**config.mk**
```make
export PLATFORM = sky130hd
export DESIGN_NAME = mux4_rr_scheduler
export DESIGN_NICKNAME = d
export VERILOG_FILES = /design/src/rtl/mux4_rr_scheduler.sv
export SDC_FILE = /design/constraint.sdc
export NUM_CORES = 1
export LEC_CHECK = 0
export ABC_CLOCK_PERIOD_IN_PS = 1700
export CORE_MARGIN = 1
export CORE_UTILIZATION = 50
export DETAILED_ROUTE_END_ITERATION = 10
export HOLD_SLACK_MARGIN = 0.06
export PLACE_DENSITY = 0.76
export SLEW_MARGIN = 40
export SYNTH_ARGS = -nofsm -noshare
export SYNTH_HDL_FRONTEND = slang
export SYNTH_SLANG_ARGS = --single-unit
export TNS_END_PERCENT = 20
```
**constraint.sdc**
```tcl
create_clock -name clk -period 1.7 [get_ports clk]
set_input_delay 0.17 -clock clk [delete_from_list [all_inputs] [get_ports clk]]
set_output_delay 0.17 -clock clk [all_outputs]
set_load 0.01 [all_outputs]
```
**src/rtl/mux4_rr_scheduler.sv**
```systemverilog
// Round-robin owner scheduler for a shared 4:1 data selector.
// Grants one requester at a time for a bounded burst, then blanks the
// selector strobe for a fixed number of dead cycles before the next owner,
// so the select lines only ever move while the selector is disabled.
module mux4_rr_scheduler #(
    parameter int unsigned HOLD_MAX   = 8,
    parameter int unsigned GAP_CYCLES = 1
) (
    input  logic       clk,
    input  logic       rst_n,
    input  logic [3:0] req,
    output logic [3:0] gnt,
    output logic       sel_a,
    output logic       sel_b,
    output logic       strobe_n,
    output logic       busy
);

    localparam int unsigned HW = $clog2(HOLD_MAX + 1);
    localparam int unsigned GW = $clog2(GAP_CYCLES + 1);

    typedef enum logic [1:0] {
        ST_IDLE  = 2'd0,
        ST_GRANT = 2'd1,
        ST_GAP   = 2'd2
    } state_e;

    state_e        state_q, state_d;
    logic [HW-1:0] hold_q, hold_d;
    logic [GW-1:0] gap_q, gap_d;
    logic [1:0]    last_q, last_d;
    logic [3:0]    gnt_q, gnt_d;
    logic [1:0]    sel_q, sel_d;
    logic          strobe_n_q, strobe_n_d;
    logic          busy_q, busy_d;

    logic          win_vld;
    logic [1:0]    win_idx;

    // Circular priority search starting just after the last owner; the
    // last owner is checked last so it only wins when it is alone.
    always_comb begin
        logic [1:0] cand;
        win_vld = 1'b0;
        win_idx = 2'd0;
        cand    = 2'd0;
        for (int k = 1; k <= 4; k++) begin
            cand = last_q + 2'(k);
            if (!win_vld && req[cand]) begin
                win_vld = 1'b1;
                win_idx = cand;
            end
        end
    end

    // Next-state and registered-output logic; the owner index lives in sel_q.
    always_comb begin
        state_d    = state_q;
        hold_d     = hold_q;
        gap_d      = gap_q;
        last_d     = last_q;
        gnt_d      = gnt_q;
        sel_d      = sel_q;
        strobe_n_d = strobe_n_q;

        case (state_q)
            ST_IDLE: begin
                if (win_vld) begin
                    state_d    = ST_GRANT;
                    gnt_d      = 4'b0001 << win_idx;
                    sel_d      = win_idx;
                    strobe_n_d = 1'b0;
                    hold_d     = HW'(1);
                end
            end
            ST_GRANT: begin
                if (!req[sel_q] || (hold_q == HW'(HOLD_MAX))) begin
                    state_d    = ST_GAP;
                    gnt_d      = 4'b0000;
                    strobe_n_d = 1'b1;
                    last_d     = sel_q;
                    gap_d      = GW'(1);
                end else begin
                    hold_d = hold_q + HW'(1);
                end
            end
            ST_GAP: begin
                if (gap_q < GW'(GAP_CYCLES)) begin
                    gap_d = gap_q + GW'(1);
                end else if (win_vld) begin
                    state_d    = ST_GRANT;
                    gnt_d      = 4'b0001 << win_idx;
                    sel_d      = win_idx;
                    strobe_n_d = 1'b0;
                    hold_d     = HW'(1);
                end else begin
                    state_d = ST_IDLE;
                end
            end
            default: begin
                state_d    = ST_IDLE;
                gnt_d      = 4'b0000;
                strobe_n_d = 1'b1;
            end
        endcase

        busy_d = (state_d != ST_IDLE);
    end

    // State and output registers with synchronous active-low reset.
    always_ff @(posedge clk) begin
        if (!rst_n) begin
            state_q    <= ST_IDLE;
            hold_q     <= '0;
            gap_q      <= '0;
            last_q     <= 2'd3;
            gnt_q      <= 4'b0000;
            sel_q      <= 2'd0;
            strobe_n_q <= 1'b1;
            busy_q     <= 1'b0;
        end else begin
            state_q    <= state_d;
            hold_q     <= hold_d;
            gap_q      <= gap_d;
            last_q     <= last_d;
            gnt_q      <= gnt_d;
            sel_q      <= sel_d;
            strobe_n_q <= strobe_n_d;
            busy_q     <= busy_d;
        end
    end

    assign gnt      = gnt_q;
    assign sel_a    = sel_q[0];
    assign sel_b    = sel_q[1];
    assign strobe_n = strobe_n_q;
    assign busy     = busy_q;

endmodule

```
==> flow_summary.json, run 1 <==
{
  "status": "complete, but fails checks",
  "violations": "DRC",
  "via_per_inst": 5.936,
  "cts.htree.levels": 1,
  "cellPowerDensity_nw_per_um2": 979.8,
  "ys_seq_elements": 17,
  "post-route-drc-count": 2,
  "synth_cell_type_count": 38,
  "wire_per_inst_um": 14.36,
  "worst_pin_slew_ns": 0.3264,
  "cpPeakStageDelay_ns": 0.58,
  "synth_top_family_by_area": "simple AND/OR/NAND/NOR gates",
  "synth_warnings": 0,
  "synth_compound_area_share_pct": 17.35,
  "die_h_um": 43.43,
  "setup_viol": 0,
  "cts_hold_buf": 0,
  "drive_gt1_share_pct": 21.60,
  "synth_fa_ha_area_share_pct": 2.915,
  "slew_headroom_pct": 78.06,
  "arrival_ns": 1.81,
  "internal-power_w": 0.0007539,
  "setup_tns_ns": 0,
  "core.rowCount": 14,
  "core_um2": 1559,
  "maxSlewViolCount": 0,
  "drt_iter0_drc": 34,
  "ys.flop_type": "dfxtp_1",
  "fin_nets": 134,
  "clk_path_buf_depth": 2,
  "ys_async_sr_fraction_pct": 0,
  "port_buffers": 13,
  "clkPwrFrac_pct": 19.4,
  "yosysSeqAreaShare_pct": 39.65,
  "combPwrFrac_pct": 35.0,
  "synthMuxAreaShare_pct": 7.434,
  "antenna_found_initial": 0,
  "seq_power_share_pct": 45.6,
  "grt_usage_pct": 23.02,
  "dp.cells": 137,
  "crit_slowest_cell": "mux4_2",
  "worstPathCellList": "mux4_2 > and3_4 > nor3_1 > a211oi_1",
  "ir_drop_v": 0.0005680,
  "cp_max_fo": 5,
  "fin_crit_sh_pct": 96.22,
  "tritoncts": "built",
  "finalWirelength_mm": 2.025,
  "cpLargestDelayFamily": "multiplexers",
  "worstSetupPathType": "reg -> reg",
  "maxCapViolCount": 0,
  "p_sw_w": 0.0003544,
  "syn_avg_cell_area_um2": 8.758,
  "p_leak_nw": 0.4701,
  "pin_count": 14,
  "syn_nets": 106,
  "synth_top_area_share_pct": 39.65,
  "synth_top_area_cell": "dfxtp_1",
  "hold_class": "reg -> reg",
  "die_area_um2": 1886,
  "crit_buf_inv": 0,
  "synth-edff-count": 0,
  "hpwl_mm": 1.449,
  "switching_share_pct": 31.98,
  "cts.clk_slew.worst_paths_ns": 0.09,
  "area_growth_pct": 31.78,
  "cts.root.buffer_cell": "clkbuf_4",
  "max_freq_mhz": 611.4,
  "die-width_um": 43.43,
  "instances_no_fill": 141,
  "crit_path_end_kind": "register",
  "grt_pass1_wl_mm": 3.201,
  "synth_area_leaders": "dfxtp_1, nor2_1, mux2i_1",
  "synth-simple-area-share_pct": 26.53,
  "period_needed_ns": 1.636,
  "rsz0062_at_grt": "false",
  "num_vias": 837,
  "ant_nets": 0,
  "post_cts_buffers": 0,
  "n_antenna_cell": 0,
  "clkLatencyLatePin_ns": 0.29,
  "synthTopCellsByCount": "dfxtp_1, nor2_1, nand2_1, inv_1, nand2b_1",
  "synth-xor-area-share_pct": 2.041,
  "clock-skew-final_ns": 0.003737,
  "initial_core_util_pct": 55.06,
  "hold_viol": 0,
  "cts.sinks": 17,
  "syn_area_um2": 858.3,
  "drt_first_pass_iters": 7,
  "synth.most_common_cell": "dfxtp_1",
  "grt_pass1_vias": 727,
  "worstSetupStartpointType": "register",
  "gr-total-overflow": 0,
  "numCtsBuffers": 3,
  "grt_max_degree": 12,
  "required_ns": 1.87,
  "netlist_instances": 98,
  "gp_congestion": 0.8913
}
[metrics by stage]
stage / power, W / utilization (%) / hold WS [ns] / area, um2 / setup WS [ns]
2_1_floorplan: 0.0007138 / - / 0.3982 / 858.3 / 0.1243
3_3_place_gp: 0.0008796 / 70.39 / 0.4622 / 1097 / -0.1757
3_5_place_dp: 0.0008886 / 70.39 / 0.4682 / 1097 / -0.2144
4_1_cts: 0.001104 / 72.07 / 0.4896 / 1124 / 0.02588
5_1_grt: 0.001166 / 72.55 / 0.5130 / 1131 / 0.01318
6_report: 0.001108 / 72.55 / 0.4828 / 1131 / 0.06429
[layout by cell type, fill, tap and decap left out, types with 4 or more instances in the layout]
| master | n |
|---|---|
| nand2b_1 | 4 |
| buf_4 | 14 |
| nand2_1 | 7 |
| clkdlybuf4s50_1 | 13 |
| dfxtp_1 | 16 |
| inv_1 | 4 |
| nor2_1 | 14 |
[cells by family (layout without fill, tap and decap cells)]
| kind of cell | Yosys count | after routing |
|---|---|---|
| AO/OA/AOI/OAI | 19 | 19 |
| XOR/XNOR | 2 | 2 |
| adder cells (fa/ha/maj) | 2 | 2 |
| buffers and inverters | 9 | 36 |
| flip-flops | 17 | 17 |
| multiplexers | 5 | 5 |
| AND/OR/NAND/NOR | 44 | 44 |
[cell type report]
type | count | area, um2
multi-input cells | 72 | 489.2
clock buffers | 4 | 26.28
repair buffers | 27 | 235.2
fillers | 120 | 427.9
inverters | 5 | 18.77
well taps | 16 | 20.02
flip-flops and latches | 17 | 341.6
[per-layer routing]
metal  global-route usage [%]  wire length, um  up-vias
li1                         -                -      401
met4                    11.25               52        0
met2                    35.76              902       33
met3                    3.750              122        9
met5                        0                0        -
met1                    31.09              948      394
[final timing paths]
path / startpoint / to / slack [ns] / depth (start not counted)
hold reg to reg: gnt[1]$_SDFFE_PN0P_ / gnt[1]$_SDFFE_PN0P_ / 0.48 / 2
setup reg to reg: sel_q[0]$_SDFFE_PN0P_ / hold_q[0]$_SDFFE_PN0P_ / 0.06 / 4
hold / removal: gnt[1]$_SDFFE_PN0P_ / gnt[1]$_SDFFE_PN0P_ / 0.48 / 2
setup / recovery: sel_q[0]$_SDFFE_PN0P_ / hold_q[0]$_SDFFE_PN0P_ / 0.06 / 4
[worst reg2reg max path, delay by kind of cell, from the launching register on]
| family | cells | cell delay [ns] |
|---|---|---|
| flip-flops | 1 | 0.40 |
| AO/OA/AOI/OAI | 1 | 0.10 |
| AND/OR/NAND/NOR | 2 | 0.44 |
| multiplexers | 1 | 0.58 |
[power by group through the flow]
stage          logic, W  clock network, W  registers [W]
6_report       0.000388          0.000215       0.000505
5_1_grt        0.000421          0.000233       0.000512
4_1_cts        0.000383          0.000218       0.000503
3_5_place_dp   0.000378                 0       0.000511
3_3_place_gp   0.000371                 0       0.000509
2_1_floorplan  0.000214                 0       0.000500
[flip-flops by register name, indices dropped and copies added, names as in the netlist]
| name | cells |
|---|---|
| last_q | 2 |
| busy | 1 |
| sel_q | 2 |
| gnt | 4 |
| gap_q | 1 |
| strobe_n | 1 |
| state_q | 2 |
| hold_q | 4 |
[repair_timing]
item | 4_1_cts | 5_1_grt
hold endpoints to repair | 0 | 0
resized for setup | 0 | 2
setup endpoints to repair | 0 | 8
Note: power is estimated with default switching activity, not from simulation.
==> run 2: changes to the inputs <==
--- a/config.mk
+++ b/config.mk
@@ -9,6 +9,7 @@
 export CORE_MARGIN = 1
 export CORE_UTILIZATION = 50
 export DETAILED_ROUTE_END_ITERATION = 10
+export GPL_TIMING_DRIVEN = 0
 export HOLD_SLACK_MARGIN = 0.06
 export PLACE_DENSITY = 0.76
 export SLEW_MARGIN = 40
==> run 2 against run 1 <==
  * The run still ends with DRC left
  * Largest cell class unchanged
  * Utilization decreased by 5.1 points
  * Via count down 11%
  * Sequential share of layout area is 2.3 points higher
  * Clock skew shrank 0.0022 ns
==> flow_summary.json, run 2 (synthesis results as in run 1) <==
{
  "via_per_inst": 5.679,
  "pin_count": 14,
  "multi_input_area_um2": 496.7,
  "whs_endpoint": "gnt[1]$_SDFFE_PN0P_",
  "arrival_ns": 1.81,
  "cts_hold_buf": 0,
  "worstHoldStart": "gnt[1]$_SDFFE_PN0P_",
  "max_freq_mhz": 617.4,
  "gr-total-overflow": 0,
  "gp_congestion": 0.7636,
  "grt_pass1_vias": 642,
  "place_area_um2": 1008,
  "drive_gt1_share_pct": 13.04,
  "p_leak_nw": 0.4132,
  "whs_ns": 0.4820,
  "crit_path_end_kind": "register",
  "cts.clk_slew.worst_paths_ns": 0.10,
  "worst_pin_slew_ns": 0.4780,
  "numCtsBuffers": 3,
  "violations": "DRC",
  "final_common_cell": "dfxtp_1",
  "cts.htree.levels": 1,
  "mostFrequentLayoutCells": "dfxtp_1, nor2_1, clkdlybuf4s50_1",
  "setup_viol": 0,
  "hpwl_mm": 1.259,
  "post_cts_buffers": 0,
  "ir_drop_v": 0.0007994,
  "fin_crit_sh_pct": 95.28,
  "maxCapViolCount": 0,
  "clock-skew-final_ns": 0.001539,
  "grt_usage_pct": 19.01,
  "min_path_cells": 2,
  "grt_pass1_wl_mm": 2.670,
  "slew_headroom_pct": 67.98,
  "cts.sinks": 17,
  "hold_viol": 0,
  "cp_max_fo": 7,
  "die-width_um": 43.43,
  "fin_nets": 124,
  "required_ns": 1.89,
  "hold_class": "reg -> reg",
  "wire_per_inst_um": 12.37,
  "drt_iter0_drc": 21,
  "ant_nets": 0,
  "drt_first_pass_iters": 7,
  "initial_core_util_pct": 55.06,
  "post-route-util_pct": 67.42,
  "cellPowerDensity_nw_per_um2": 990.4,
  "timing.rr.start": "sel_q[0]$_SDFFE_PN0P_",
  "core_um2": 1559,
  "grt_max_degree": 11,
  "core.rowCount": 14,
  "status": "complete, but fails checks",
  "rrSetupSlack_ns": 0.12,
  "rsz0062_at_grt": "false",
  "worstSetupPathType": "in -> reg",
  "num_vias": 744,
  "tritoncts": "built",
  "period_needed_ns": 1.620,
  "worstSetupStartpointType": "input pin",
  "timing.rr.end": "gnt[2]$_SDFFE_PN0P_",
  "cts.root.buffer_cell": "clkbuf_4",
  "rr_worst_depth": 4,
  "fillers": 139,
  "final_cell_area_um2": 1051,
  "die_area_um2": 1886,
  "clk_path_buf_depth": 2,
  "die_h_um": 43.43,
  "antenna_found_initial": 0,
  "clkLatencyLatePin_ns": 0.29,
  "seq_area_um2": 341.6,
  "maxSlewViolCount": 0,
  "port_buffers": 13,
  "post-route-drc-count": 2,
  "n_antenna_cell": 0,
  "finalWirelength_mm": 1.620,
  "area_growth_pct": 22.45
}
[run 2: worst max path at each step]
| stage | from | to | cells after the start |
|---|---|---|---|
| 2_1_floorplan | sel_q[0]$_SDFFE_PN0P_ | last_q[1]$_SDFFE_PN1P_ | 4 |
| 6_report | req[3] | gnt[2]$_SDFFE_PN0P_ | 5 |
| 5_1_grt | req[3] | last_q[1]$_SDFFE_PN1P_ | 5 |
| 3_5_place_dp | req[3] | last_q[1]$_SDFFE_PN1P_ | 5 |
| 3_3_place_gp | req[3] | last_q[1]$_SDFFE_PN1P_ | 5 |
| 4_1_cts | sel_q[0]$_SDFFE_PN0P_ | last_q[1]$_SDFFE_PN1P_ | 4 |
[run 2: critical path, stage by stage]
cell and delay [ns]:
clkdlybuf4s50_1 0.53, mux4_2 0.61, nand2_2 0.11, o22ai_1 0.12
a32o_1 0.28
[run 2: area by class of cell]
type	instances	share of cell area, %
plain buffers	4	1.548
clock buffers	3	2.143
clock inverters	1	0.4762
inverters	5	1.786
multi-input cells	72	47.26
flip-flops and latches	17	32.50
well taps	16	1.905
repair buffers	13	12.38
[run 2: where the power goes]
group          leakage (nW)  internal [W]  switching, W
logic                 0.255      0.000165      0.000173
registers             0.140      0.000450     0.0000375
clock network        0.0177     0.0000873      0.000128
total                 0.413      0.000702      0.000338
[run 2: timing repair]
action,in CTS,in global routing
resized for setup,0,3
endpoints found under the setup margin,0,5
hold endpoints to repair,0,0
[run 2: through the flow]
step | cells | setup WS, ns | TNS, ns | power, W
2_1_floorplan | 98 | 0.1243 | 0 | 0.0007138
3_3_place_gp | 127 | -0.2051 | -1.926 | 0.0008207
3_5_place_dp | 127 | -0.2221 | -2.373 | 0.0008269
4_1_cts | 131 | 0.03768 | 0 | 0.001040
5_1_grt | 131 | 0.03164 | 0 | 0.001104
6_report | 131 | 0.08027 | 0 | 0.001041
[run 2: metal layers]
| layer | vias up | part of all wire [%] | global-route usage (%) |
|---|---|---|---|
| met5 | - | 0 | 0 |
| met1 | 344 | 49 | 24.35 |
| li1 | 384 | - | - |
| met3 | 2 | 4.8 | 3.750 |
| met2 | 14 | 45 | 31.52 |
| met4 | 0 | 0.74 | 7.500 |
